==> src/rtl/hazard_scoreboard.sv <==
// Data-hazard scoreboard: tracks in-flight register writes over DEPTH stages and
// produces per-operand forwarding selects, the active-low stall DHS and a stall counter.
module hazard_scoreboard #(
  parameter int AW    = 3,
  parameter int DEPTH = 2,
  parameter int MODE  = 1,
  parameter int CNT_W = 16
) (
  input  logic                         clk,
  input  logic                         rst,
  input  logic                         dv,
  input  logic [AW-1:0]                AA,
  input  logic [AW-1:0]                BA,
  input  logic                         MA,
  input  logic                         MB,
  input  logic [AW-1:0]                DA,
  input  logic                         RW,
  input  logic                         LD,
  input  logic                         flush,
  output logic                         DHS,
  output logic [$clog2(DEPTH+1)-1:0]   fwd_a,
  output logic [$clog2(DEPTH+1)-1:0]   fwd_b,
  output logic [CNT_W-1:0]             stall_cnt
);

  localparam int SW = $clog2(DEPTH+1);
  // A load result only becomes forwardable once it has left entry 0.
  localparam logic [DEPTH-1:0] LATE_MASK = DEPTH'(1);

  logic [DEPTH-1:0] v_reg;
  logic [DEPTH-1:0] ld_reg;
  logic [AW-1:0]    a_reg [DEPTH];
  logic [CNT_W-1:0] cnt_reg;

  logic [DEPTH-1:0] match_a, match_b;
  logic [DEPTH-1:0] win_a, win_b;
  logic [SW-1:0]    sel_a, sel_b;
  logic             active, any_match, load_use, stall;

  genvar gi;
  generate
    for (gi = 0; gi < DEPTH; gi++) begin : g_match
      assign match_a[gi] = dv & ~MA & v_reg[gi] & (a_reg[gi] == AA) & (AA != '0);
      assign match_b[gi] = dv & ~MB & v_reg[gi] & (a_reg[gi] == BA) & (BA != '0);
    end
  endgenerate

  // Isolate the youngest (lowest-index) match as a one-hot vector.
  assign win_a = match_a & (~match_a + DEPTH'(1));
  assign win_b = match_b & (~match_b + DEPTH'(1));

  always_comb begin
    sel_a = '0;
    sel_b = '0;
    for (int i = DEPTH - 1; i >= 0; i--) begin
      if (match_a[i]) sel_a = SW'(i + 1);
      if (match_b[i]) sel_b = SW'(i + 1);
    end
  end

  assign active    = dv & ~flush;
  assign any_match = (|match_a) | (|match_b);
  assign load_use  = |((win_a | win_b) & ld_reg & LATE_MASK);
  assign stall     = active & ((MODE == 0) ? any_match : load_use);

  always_comb begin
    DHS   = ~stall;
    fwd_a = '0;
    fwd_b = '0;
    if (MODE != 0 && active && !stall) begin
      fwd_a = sel_a;
      fwd_b = sel_b;
    end
  end

  generate
    for (gi = 0; gi < DEPTH; gi++) begin : g_entry
      if (gi == 0) begin : g_head
        // Stalled or flushed decode enters a bubble.
        always_ff @(posedge clk) begin
          if (rst) begin
            v_reg[0]  <= 1'b0;
            ld_reg[0] <= 1'b0;
            a_reg[0]  <= '0;
          end else begin
            v_reg[0]  <= dv & RW & (DA != '0) & ~stall & ~flush;
            ld_reg[0] <= LD;
            a_reg[0]  <= DA;
          end
        end
      end else begin : g_shift
        always_ff @(posedge clk) begin
          if (rst) begin
            v_reg[gi]  <= 1'b0;
            ld_reg[gi] <= 1'b0;
            a_reg[gi]  <= '0;
          end else begin
            v_reg[gi]  <= v_reg[gi-1];
            ld_reg[gi] <= ld_reg[gi-1];
            a_reg[gi]  <= a_reg[gi-1];
          end
        end
      end
    end
  endgenerate

  always_ff @(posedge clk) begin
    if (rst) begin
      cnt_reg <= '0;
    end else if (stall && !(&cnt_reg)) begin
      cnt_reg <= cnt_reg + CNT_W'(1);
    end
  end

  assign stall_cnt = cnt_reg;

endmodule

==> config.mk <==
export PLATFORM = sky130hd
export DESIGN_NAME = hazard_scoreboard
export DESIGN_NICKNAME = d
export VERILOG_FILES = /design/src/rtl/hazard_scoreboard.sv
export SDC_FILE = /design/constraint.sdc
export NUM_CORES = 1
export LEC_CHECK = 0
export BUFFER_PORTS_ARGS = -buffer_cell sky130_fd_sc_hd__buf_2
export CAP_MARGIN = 20
export CELL_PAD_IN_SITES_DETAIL_PLACEMENT = 2
export CELL_PAD_IN_SITES_GLOBAL_PLACEMENT = 2
export CORE_MARGIN = 5
export CORE_UTILIZATION = 29
export CTS_CLUSTER_SIZE = 25
export DETAILED_ROUTE_END_ITERATION = 8
export PLACE_DENSITY = 0.76
export SLEW_MARGIN = 25
export SYNTH_ARGS = -nofsm -noshare
export SYNTH_HDL_FRONTEND = slang
export SYNTH_SLANG_ARGS = --single-unit
export TNS_END_PERCENT = 10
==> constraint.sdc <==
create_clock -name clk -period 2.4 [get_ports clk]
set_clock_uncertainty 0.15 [all_clocks]
set_input_delay 0.24 -clock clk [delete_from_list [all_inputs] [get_ports clk]]
set_output_delay 0.24 -clock clk [all_outputs]
set_load 0.01 [all_outputs]
Word level (Yosys, flattened, before mapping). Memory sizes are Yosys's and may differ from the RTL's. Cells that the tools add are included.

Add/sub/neg operators: 3. Equal/unequal tests: 4. Mux-type cells: 11. Bitwise gates (word level): 32. Reductions and logical operators: 8.

Operator list (count): 1-bit AND (23); 16-bit by 1-bit adder with 16-bit output, second input constant (1); 16-bit AND reduction (1); 3-bit == test (4); 2-bit 2-to-1 mux (6); 3-bit nonzero test (3); 3-bit 2-to-1 mux (2); 1-bit inverter (6); 1-bit 2-to-1 mux (3); 1-bit bitwise OR (3); 1-bit adder, second input constant (2); 1-bit logical AND (2); 1-bit zero test (2).

Register bits: 19. RAM bits: 6. Input bits: 17. Logic and storage cells: 63. Memories: 1.

Memory list: a_reg (depth 2, bits a word 3, rd ports 2, clocked after Yosys merged registers in 0, write ports 2, RTL line 32) `logic [AW-1:0] a_reg [DEPTH];`.

Longest topological paths before layout. Gate-level depths: netlist (run 1).

Word-level depth: 14. Mapped depth: 9.

Worst setup path after synthesis (run 1). Ideal clock, no wire load.

Kind: reg2reg. Start point: memory a_reg[0][2]. End point: register cnt_reg[14], in the netlist stall_cnt[14]. Library setup time: 129 ps. Arrival: 1874 ps. Required time: 2121 ps. Path slack: 247 ps. Cell stages (with the launch flop): 9. Buffers on the path: 2. Path through: dfxtp_1 or3b_1 a211o_1 a21oi_4 o21ai_2 buf_6 buf_2 o31ai_1 a21oi_1.

RTL lines: start: declaration (RTL line 32); end signal: assignment (RTL line 111) `cnt_reg <= cnt_reg + CNT_W'(1);`; end: declaration (RTL line 33) `logic [CNT_W-1:0] cnt_reg;`.

==> results of run 1 <==
[metrics by stage]
stage,hold WS [ps],power (mW),cells,util
floorplan,162,0.470,155,-
global placement,304,0.499,249,0.367
detailed placement,318,0.504,249,0.367
CTS,24.6,0.774,257,0.397
global route,28.0,0.795,258,0.405
finish,26.9,0.764,258,0.405
[cell type report]
class / count / area, µm²
Inverter: 2 / 7.51
Tap cell: 52 / 65.1
Timing Repair Buffer: 51 / 319
Clock buffer: 4 / 45.0
Fill cell: 506 / 2630
Sequential cell: 25 / 503
Multi-Input combinational cell: 124 / 850
[cell usage after synthesis, types with 2 or more instances]
library cell	n
nand2_1	7
a21oi_4	2
nand3_1	13
inv_1	2
a21oi_1	15
o31ai_1	7
or3_1	5
and3_1	3
nor3_1	4
dfxtp_1	25
or3b_1	2
xor2_1	3
o2111ai_1	2
or4_1	7
nor2_1	9
or2_2	2
xnor2_1	6
nand2b_1	4
nand4_1	3
o21ai_0	5
nor2b_1	11
a211o_1	2
[kinds of logic (layout without fill, tap and decap cells)]
| group | Yosys count | after routing |
|---|---|---|
| buffers and inverters | 6 | 57 |
| flip-flops | 25 | 25 |
| multiplexers | 2 | 2 |
| AO/OA/AOI/OAI | 35 | 35 |
| adder cells (fa/ha/maj) | 1 | 1 |
| AND/OR/NAND/NOR | 77 | 77 |
| XOR/XNOR | 9 | 9 |
[power groups by stage]
stage / Sequential [mW] / Clock [mW] / Combinational, mW
floorplan: 0.435 / 0 / 0.0344
global placement: 0.436 / 0 / 0.0639
detailed placement: 0.436 / 0 / 0.0685
CTS: 0.427 / 0.275 / 0.0721
global route: 0.428 / 0.287 / 0.0801
finish: 0.427 / 0.264 / 0.0727
[routing by layer]
layer | global-route usage | vias up | share of wire
li1 | - | 672 | -
met1 | 0.174 | 690 | 0.42
met2 | 0.291 | 28 | 0.54
met3 | 0.0347 | 7 | 0.038
met4 | 0.0258 | 0 | 0.0076
met5 | 0 | - | 0
[path summary, 6_finish.rpt]
kind	endpoint	slack, ps	depth (start not counted)
setup / recovery	fwd_a[1]	-50	7
hold / removal	ld_reg[0]	30	2
setup reg to reg	stall_cnt[4]	60	7
hold reg to reg	stall_cnt[15]	350	2
[cells in the final DEF (no fill, tap or decap), drive strengths merged]
cell type / synthesis / final
o21ai: 6 / 6
nand3b: 1 / 1
or2: 2 / 2
a211o: 2 / 2
nor4: 1 / 1
nand4: 3 / 3
or3: 5 / 5
or3b: 2 / 2
buf: 2 / 51
mux2: 1 / 1
a21oi: 17 / 17
mux2i: 1 / 1
xor2: 3 / 3
nor4bb: 1 / 1
o31ai: 7 / 7
and4: 2 / 2
o211ai: 1 / 1
nor2b: 11 / 11
nand2b: 4 / 4
and2: 2 / 2
nand2: 7 / 7
ha: 1 / 1
dfxtp: 25 / 25
and3: 3 / 3
or4: 7 / 7
nor2: 9 / 9
xnor2: 6 / 6
nor3: 4 / 4
inv: 2 / 2
o2111ai: 2 / 2
nand3: 13 / 13
clkbuf: 1 / 4
[repair_timing]
item                       CTS  global route
setup endpoints to repair    5            16
gates resized for setup     12             7
buffers inserted             4             1
pin swaps                   10             4
==> flow_summary.toml, run 1 <==
[outcome]
status = "finished, violations left"
violations = "negative setup slack"

[cells_and_area]
largest_register_ffs = 16
final_layout_size_suffix_gt1_frac = 0.350
nets = 225
areaGrowthSynthToFinish_pct = 34.1
fin_area_um2 = 1790
diodes = 0

[power]
clkPwrFrac = 0.346
swShare = 0.248
sequentialPowerShare = 0.559
power_frac_comb = 0.095
p_sw_mw = 0.190
leakage_nw = 0.681
peakVddDrop_uv = 187
p_per_area_nw_per_um2 = 427
p_int_mw = 0.574

[hold_path]
hp-class = "in -> reg"
hold_start = "LD"

[routing]
vias_per_cell = 5.41
vias = 1397
antenna_left = 0
wl_mm = 4.59
dr.pass1.iters = 4
drc = 0
wire_per_inst_um = 17.8
drt_iter0_drc = 42

[synth]
syn_avg_cell_area_um2 = 8.61
synthTopCellsByArea = "dfxtp_1 (38%), a21oi_1 (5.6%), nor2b_1 (5.2%)"
synth_cells = 155
synth-xor-area-share = 0.0591
synth-compound-area-share = 0.177
synth_ff_type = "dfxtp_1"
synth_top_family_by_area = "simple AND/OR/NAND/NOR gates"
synth_cell_type_count = 38
synth-seq-cells = 25
synth_simple_gate_area_frac = 0.335
synth_nets = 173
synth-async-reset-ratio = 0
muxShareOfSynthArea = 0.0159
synth_fa_ha_area_frac = 0.00938
yosysWarnings = 0
synth_edf_count = 0
synth_area_um2 = 1330
synth_top_area_frac = 0.375
ys_seq_area_frac = 0.375
synth_top_area_cell = "dfxtp_1"

[worst_setup_path]
cp-startpoint = "a_reg[0][1]"
setup.worst_path.end_class = "primary output"
slowest_delay_ps = 360
crit_required_ps = 2010
path_common_cell = "a21oi_4"
critPathMaxFanout = 5
path_cells = "or3b_1, a211o_1, a21oi_4, or2_4, a21oi_4, and3_4, buf_6"
cp_slowest_cell = "or3b_1"
reg2reg_from = "a_reg[0][1]"
start_kind = "register"
critPathKind = "reg -> out"
path_buf_inv = 1
path_delay_family = "simple AND/OR/NAND/NOR gates"
arrival_ps = 2060

[clock_network]
postCtsHoldBufs = 0
cts_buffers = 3
cts_buffer_depth = 2
htree_levels = 1
clock_latency_ps = 280
cts_root_buffer = "clkbuf_8"
cts.sinks = 25
clkTransAtPathRegs_ps = 100
tritoncts = "built"

[global_route]
grt_pass1_vias = 1562
grt_pass1_wl_mm = 7.64
grt.overflow.total = 0
grt_max_degree = 27
antenna_found_initial = 0
gr-usage-all-layers = 0.153

[sta]
final_hold_viol_count = 0
max_clock_freq_mhz = 408
tns_ps = -171
setup_viol = 4
fin_ws_ps = -51.5
max_slew_margin = 0.652
drv_slew = 0
worstMarginPinSlew_ps = 521
period_share = 1.02
min_period_ps = 2450
rsz0062_at_grt = "true"

[placement]
preCtsSetupSlack_ps = -49.5
place_area_um2 = 1620
gp_congestion = 0.849
port_buffers = 37
dp_hpwl_mm = 3.44

[run]
cap_violations = 0

[die]
core-area_um2 = 4410
start_util = 0.302
die_w_um = 77.8
floorplan.rows = 24
die_area_um2 = 6060
pin_count = 38
die_height_um = 77.8
(Power assumes the default switching activity.)
==> run 2, diff against run 1 <==
Settings changed: CORE_MARGIN 5 to not set.
==> run 2 against run 1 <==
- the run now ends clean
- sequential power hardly changed
- sequential cell count stayed put
- clock power is 2% higher
- core utilization is 1.1 points higher
- largest power group unchanged
- highest routed layer unchanged
==> flow_summary.toml, run 2 (same netlist as run 1, synthesis figures left out) <==
[clock_network]
clock_latency_ps = 280
cts_buffers = 3
clkTransAtPathRegs_ps = 90
tritoncts = "built"
postCtsHoldBufs = 0
cts_buffer_depth = 2
cts.sinks = 25
cts_root_buffer = "clkbuf_8"
htree_levels = 1

[power]
sequentialPowerShare = 0.555
peakVddDrop_uv = 210
p_int_mw = 0.573
p_sw_mw = 0.197
power_frac_comb = 0.098
swShare = 0.256
total_power_mw = 0.770
clkPwrFrac = 0.348
leakage_nw = 0.701
p_per_area_nw_per_um2 = 422

[sta]
tns_ps = 0
max_clock_freq_mhz = 418
setup_viol = 0
fin_ws_ps = 10.5
final_hold_viol_count = 0
drv_slew = 0
rsz0062_at_grt = "true"
max_slew_margin = 0.637
worstMarginPinSlew_ps = 545
min_period_ps = 2390
period_share = 0.996

[global_route]
gr-usage-all-layers = 0.198
antenna_found_initial = 0
grt_pass1_wl_mm = 7.59
grt_pass1_vias = 1558
grt.overflow.total = 0
grt_max_degree = 27

[cells_and_area]
areaGrowthSynthToFinish_pct = 36.9
largest_register_ffs = 16
fillers = 506
final_layout_size_suffix_gt1_frac = 0.371
diodes = 0
final_cell_mix = "buf_2 (34), dfxtp_1 (24), buf_4 (16), nand3_1 (13), nor2b_1 (11)"
finalNonFillerCells = 262
fin_area_um2 = 1830
layout_commonest_cell = "buf_2"
nets = 229

[die]
die_area_um2 = 4870
floorplan.rows = 24
pin_count = 38
start_util = 0.304
core-area_um2 = 4380
die_height_um = 69.8
die_w_um = 69.8

[hold_path]
hp-class = "in -> reg"

[worst_setup_path]
slowest_delay_ps = 560
setup.worst_path.end_class = "register"
start_kind = "register"
arrival_ps = 2460
path_cells = "or3b_1, a211o_1, a21oi_4, buf_4, o21ai_4, or4_4, a21oi_2"
crit_required_ps = 2470
critPathMaxFanout = 15
cp_slowest_cell = "or4_4"
critPathKind = "reg -> reg"
path_delay_family = "simple AND/OR/NAND/NOR gates"
path_buf_inv = 1

[routing]
antenna_left = 0
wire_per_inst_um = 17.2
wl_mm = 4.51
vias_per_cell = 5.42
drt_iter0_drc = 57
dr.pass1.iters = 4
vias = 1419
drc = 0

[placement]
place_area_um2 = 1630
gp_congestion = 0.725
placed_cells = 250
port_buffers = 37
dp_hpwl_mm = 3.23
preCtsSetupSlack_ps = -41.2

[outcome]
status = "completed"

[run]
cap_violations = 0
-- run 2: per-layer routing --
| layer | global-route usage | share of wire |
|---|---|---|
| met5 | 0 | 0 |
| met4 | 0.0822 | 0.017 |
| met3 | 0.0378 | 0.037 |
| met2 | 0.353 | 0.52 |
| met1 | 0.229 | 0.43 |
-- run 2: area by class of cell --
| cell class | count | area [µm²] | area share |
|---|---|---|---|
| Multi-Input combinational cell | 124 | 858 | 0.470 |
| Sequential cell | 25 | 502 | 0.275 |
| Timing Repair Buffer | 55 | 347 | 0.190 |
| Tap cell | 52 | 65.1 | 0.0356 |
| Clock buffer | 3 | 41.3 | 0.0226 |
| Inverter | 2 | 7.51 | 0.00411 |
| Clock inverter | 1 | 5.00 | 0.00274 |
-- run 2: worst register-to-register path, delay by kind of cell (launching register included) --
kind / cells / cell delay (ps)
flip-flops: 1 / 330
buffers and inverters: 1 / 150
AND/OR/NAND/NOR: 2 / 900
AO/OA/AOI/OAI: 4 / 800
-- run 2: worst paths after layout --
check,from,depth (start not counted),end,slack [ps]
setup reg to reg,a_reg[0][2],7,stall_cnt[13],10
hold / removal,LD,2,ld_reg[0],20
hold reg to reg,stall_cnt[9],2,stall_cnt[9],360
setup / recovery,a_reg[0][2],7,stall_cnt[13],10
-- run 2: power groups by stage --
stage	logic, mW	clock network, mW	registers, mW
floorplan	0.0344	0	0.435
global placement	0.0650	0	0.436
detailed placement	0.0710	0	0.436
CTS	0.0725	0.275	0.426
global route	0.0822	0.288	0.428
finish	0.0751	0.268	0.427
-- run 2: what timing repair did --
action                     CTS  global route
gates cloned                 0             0
pin swaps                    3            11
gates resized for setup      3            17
setup endpoints to repair    7            18
setup buffers                4             5
-- run 2: stage by stage --
stage | util | hold slack, ps
after floorplan | - | 162
after global placement | 0.372 | 308
after detailed placement | 0.372 | 321
after CTS | 0.392 | 24.7
after global routing | 0.416 | 52.0
final | 0.416 | 24.0
==> run 3, diff against run 2 <==
Settings changed: RECOVER_POWER set to 50.
==> run 3 against run 2 <==
- sequential power barely moved
- final cell count did not move
- sequential cell count unchanged
- final area decreased by 0.21%
- non-clock buffer count stayed put
==> flow_summary.toml, run 3 (same netlist as run 1, synthesis figures left out) <==
[outcome]
status = "completed"

[clock_network]
postCtsHoldBufs = 0
cts_buffer_depth = 2
cts_buffers = 3
clkTransAtPathRegs_ps = 90
clock_latency_ps = 280
cts_root_buffer = "clkbuf_8"
htree_levels = 1
tritoncts = "built"
cts.sinks = 25

[worst_setup_path]
r2r_slack_ps = 4
crit_required_ps = 2470
r2r_cells = 8
arrival_ps = 2460
start_kind = "register"
reg2reg_from = "a_reg[0][1]"
critPathMaxFanout = 15
rr_endpoint = "stall_cnt[13]"
endpoint = "stall_cnt[13]"
setup.worst_path.end_class = "register"
critPathKind = "reg -> reg"
cp-startpoint = "a_reg[0][1]"

[cells_and_area]
finalNonFillerCells = 262
layout_commonest_cell = "buf_2"
diodes = 0
largest_register_ffs = 16
final_cell_mix = "buf_2 (34), dfxtp_1 (24), buf_4 (15), nand3_1 (13), nor2b_1 (11)"
nets = 229
areaGrowthSynthToFinish_pct = 36.6
final_layout_size_suffix_gt1_frac = 0.367

[die]
start_util = 0.304
floorplan.rows = 24
die_area_um2 = 4870
die_w_um = 69.8
core-area_um2 = 4380
die_height_um = 69.8
pin_count = 38

[sta]
min_period_ps = 2400
rsz0062_at_grt = "true"
period_share = 0.998
final_hold_viol_count = 0
worstMarginPinSlew_ps = 544
setup_viol = 0
hold_slack_ps = 24.0
drv_slew = 0
max_slew_margin = 0.637
max_clock_freq_mhz = 417

[routing]
vias = 1416
drt-met1-wl_mm = 1.94
dr.pass1.iters = 4
drt_iter0_drc = 56
wl_mm = 4.51
antenna_left = 0
top_layer_used = "met4"
vias_per_cell = 5.40
dr_wl_met2_mm = 2.33
drc = 0
wire_per_inst_um = 17.2
wl_met3_um = 168

[placement]
gp_congestion = 0.725
dp_hpwl_mm = 3.23
port_buffers = 37
placed_cells = 250

[global_route]
gr-usage-all-layers = 0.198
antenna_found_initial = 0
grt.overflow.total = 0
grt_max_degree = 27
grt_pass1_wl_mm = 7.59
grt_pass1_vias = 1558

[power]
leakage_nw = 0.697
p_per_area_nw_per_um2 = 422
peakVddDrop_uv = 210
total_power_mw = 0.769

[run]
cap_violations = 0

[hold_path]
hp-class = "in -> reg"
==> run 3: changes by cell type in the layout (fill, tap and decap cells not counted), sizes merged <==
| cell | before | now |
|---|---|---|
| buf | 55 | 54 |
| clkbuf | 3 | 4 |
==> run 3: area by class of cell <==
cell class              instances  area [µm²]
multi-input cells             124         858
well taps                      52        65.1
flip-flops and latches         25         502
repair buffers                 55         343
fillers                       505        2560
clock buffers                   3        41.3
clock inverters                 1        5.00
inverters                       2        7.51
==> run 3: how the worst min path moves through the flow <==
stage | start | endpoint | slack, ps | depth (start not counted)
final | LD | ld_reg[0] | 20 | 2
after global routing | LD | ld_reg[0] | 50 | 2
after CTS | LD | ld_reg[0] | 20 | 2
after detailed placement | LD | ld_reg[0] | 320 | 2
after global placement | LD | ld_reg[0] | 310 | 2
after floorplan | rst | a_reg[0][2] | 160 | 1
==> run 3: through the flow <==
stage          instance area, µm²  setup slack [ps]  setup TNS [ps]   util
2_1_floorplan                1330               247               0      -
3_5_place_dp                 1630             -41.2           -99.7  0.372
4_1_cts                      1720             -21.5           -23.7  0.392
6_report                     1820              4.45               0  0.416
3_3_place_gp                 1630              75.4               0  0.372
5_1_grt                      1820             -82.8            -848  0.416
==> run 3: critical path: stages, from the launching register on <==
cell and delay (ps):
dfxtp_1 370, clkbuf_1 260, nand2_1 80, a211o_1 330, a21oi_4 150, buf_4 160, o21ai_4 130, or4_4 560
a21oi_2 140
==> run 3: where the power goes <==
| part | switching (mW) | internal (mW) | leakage, nW |
|---|---|---|---|
| registers | 0.00586 | 0.421 | 0.203 |
| logic | 0.0402 | 0.0341 | 0.468 |
| clock network | 0.151 | 0.117 | 0.0255 |
| total | 0.197 | 0.572 | 0.697 |
==> run 3: layer usage <==
layer	vias up	GRT usage
met4	0	0.0822
met2	33	0.353
met3	9	0.0378
met1	688	0.229
met5	-	0
li1	686	-
==> run 3: what timing repair did <==
action,in CTS,in global routing
resized for setup,3,17
setup buffers,4,5
pin swaps,3,11
endpoints found under the setup margin,7,18
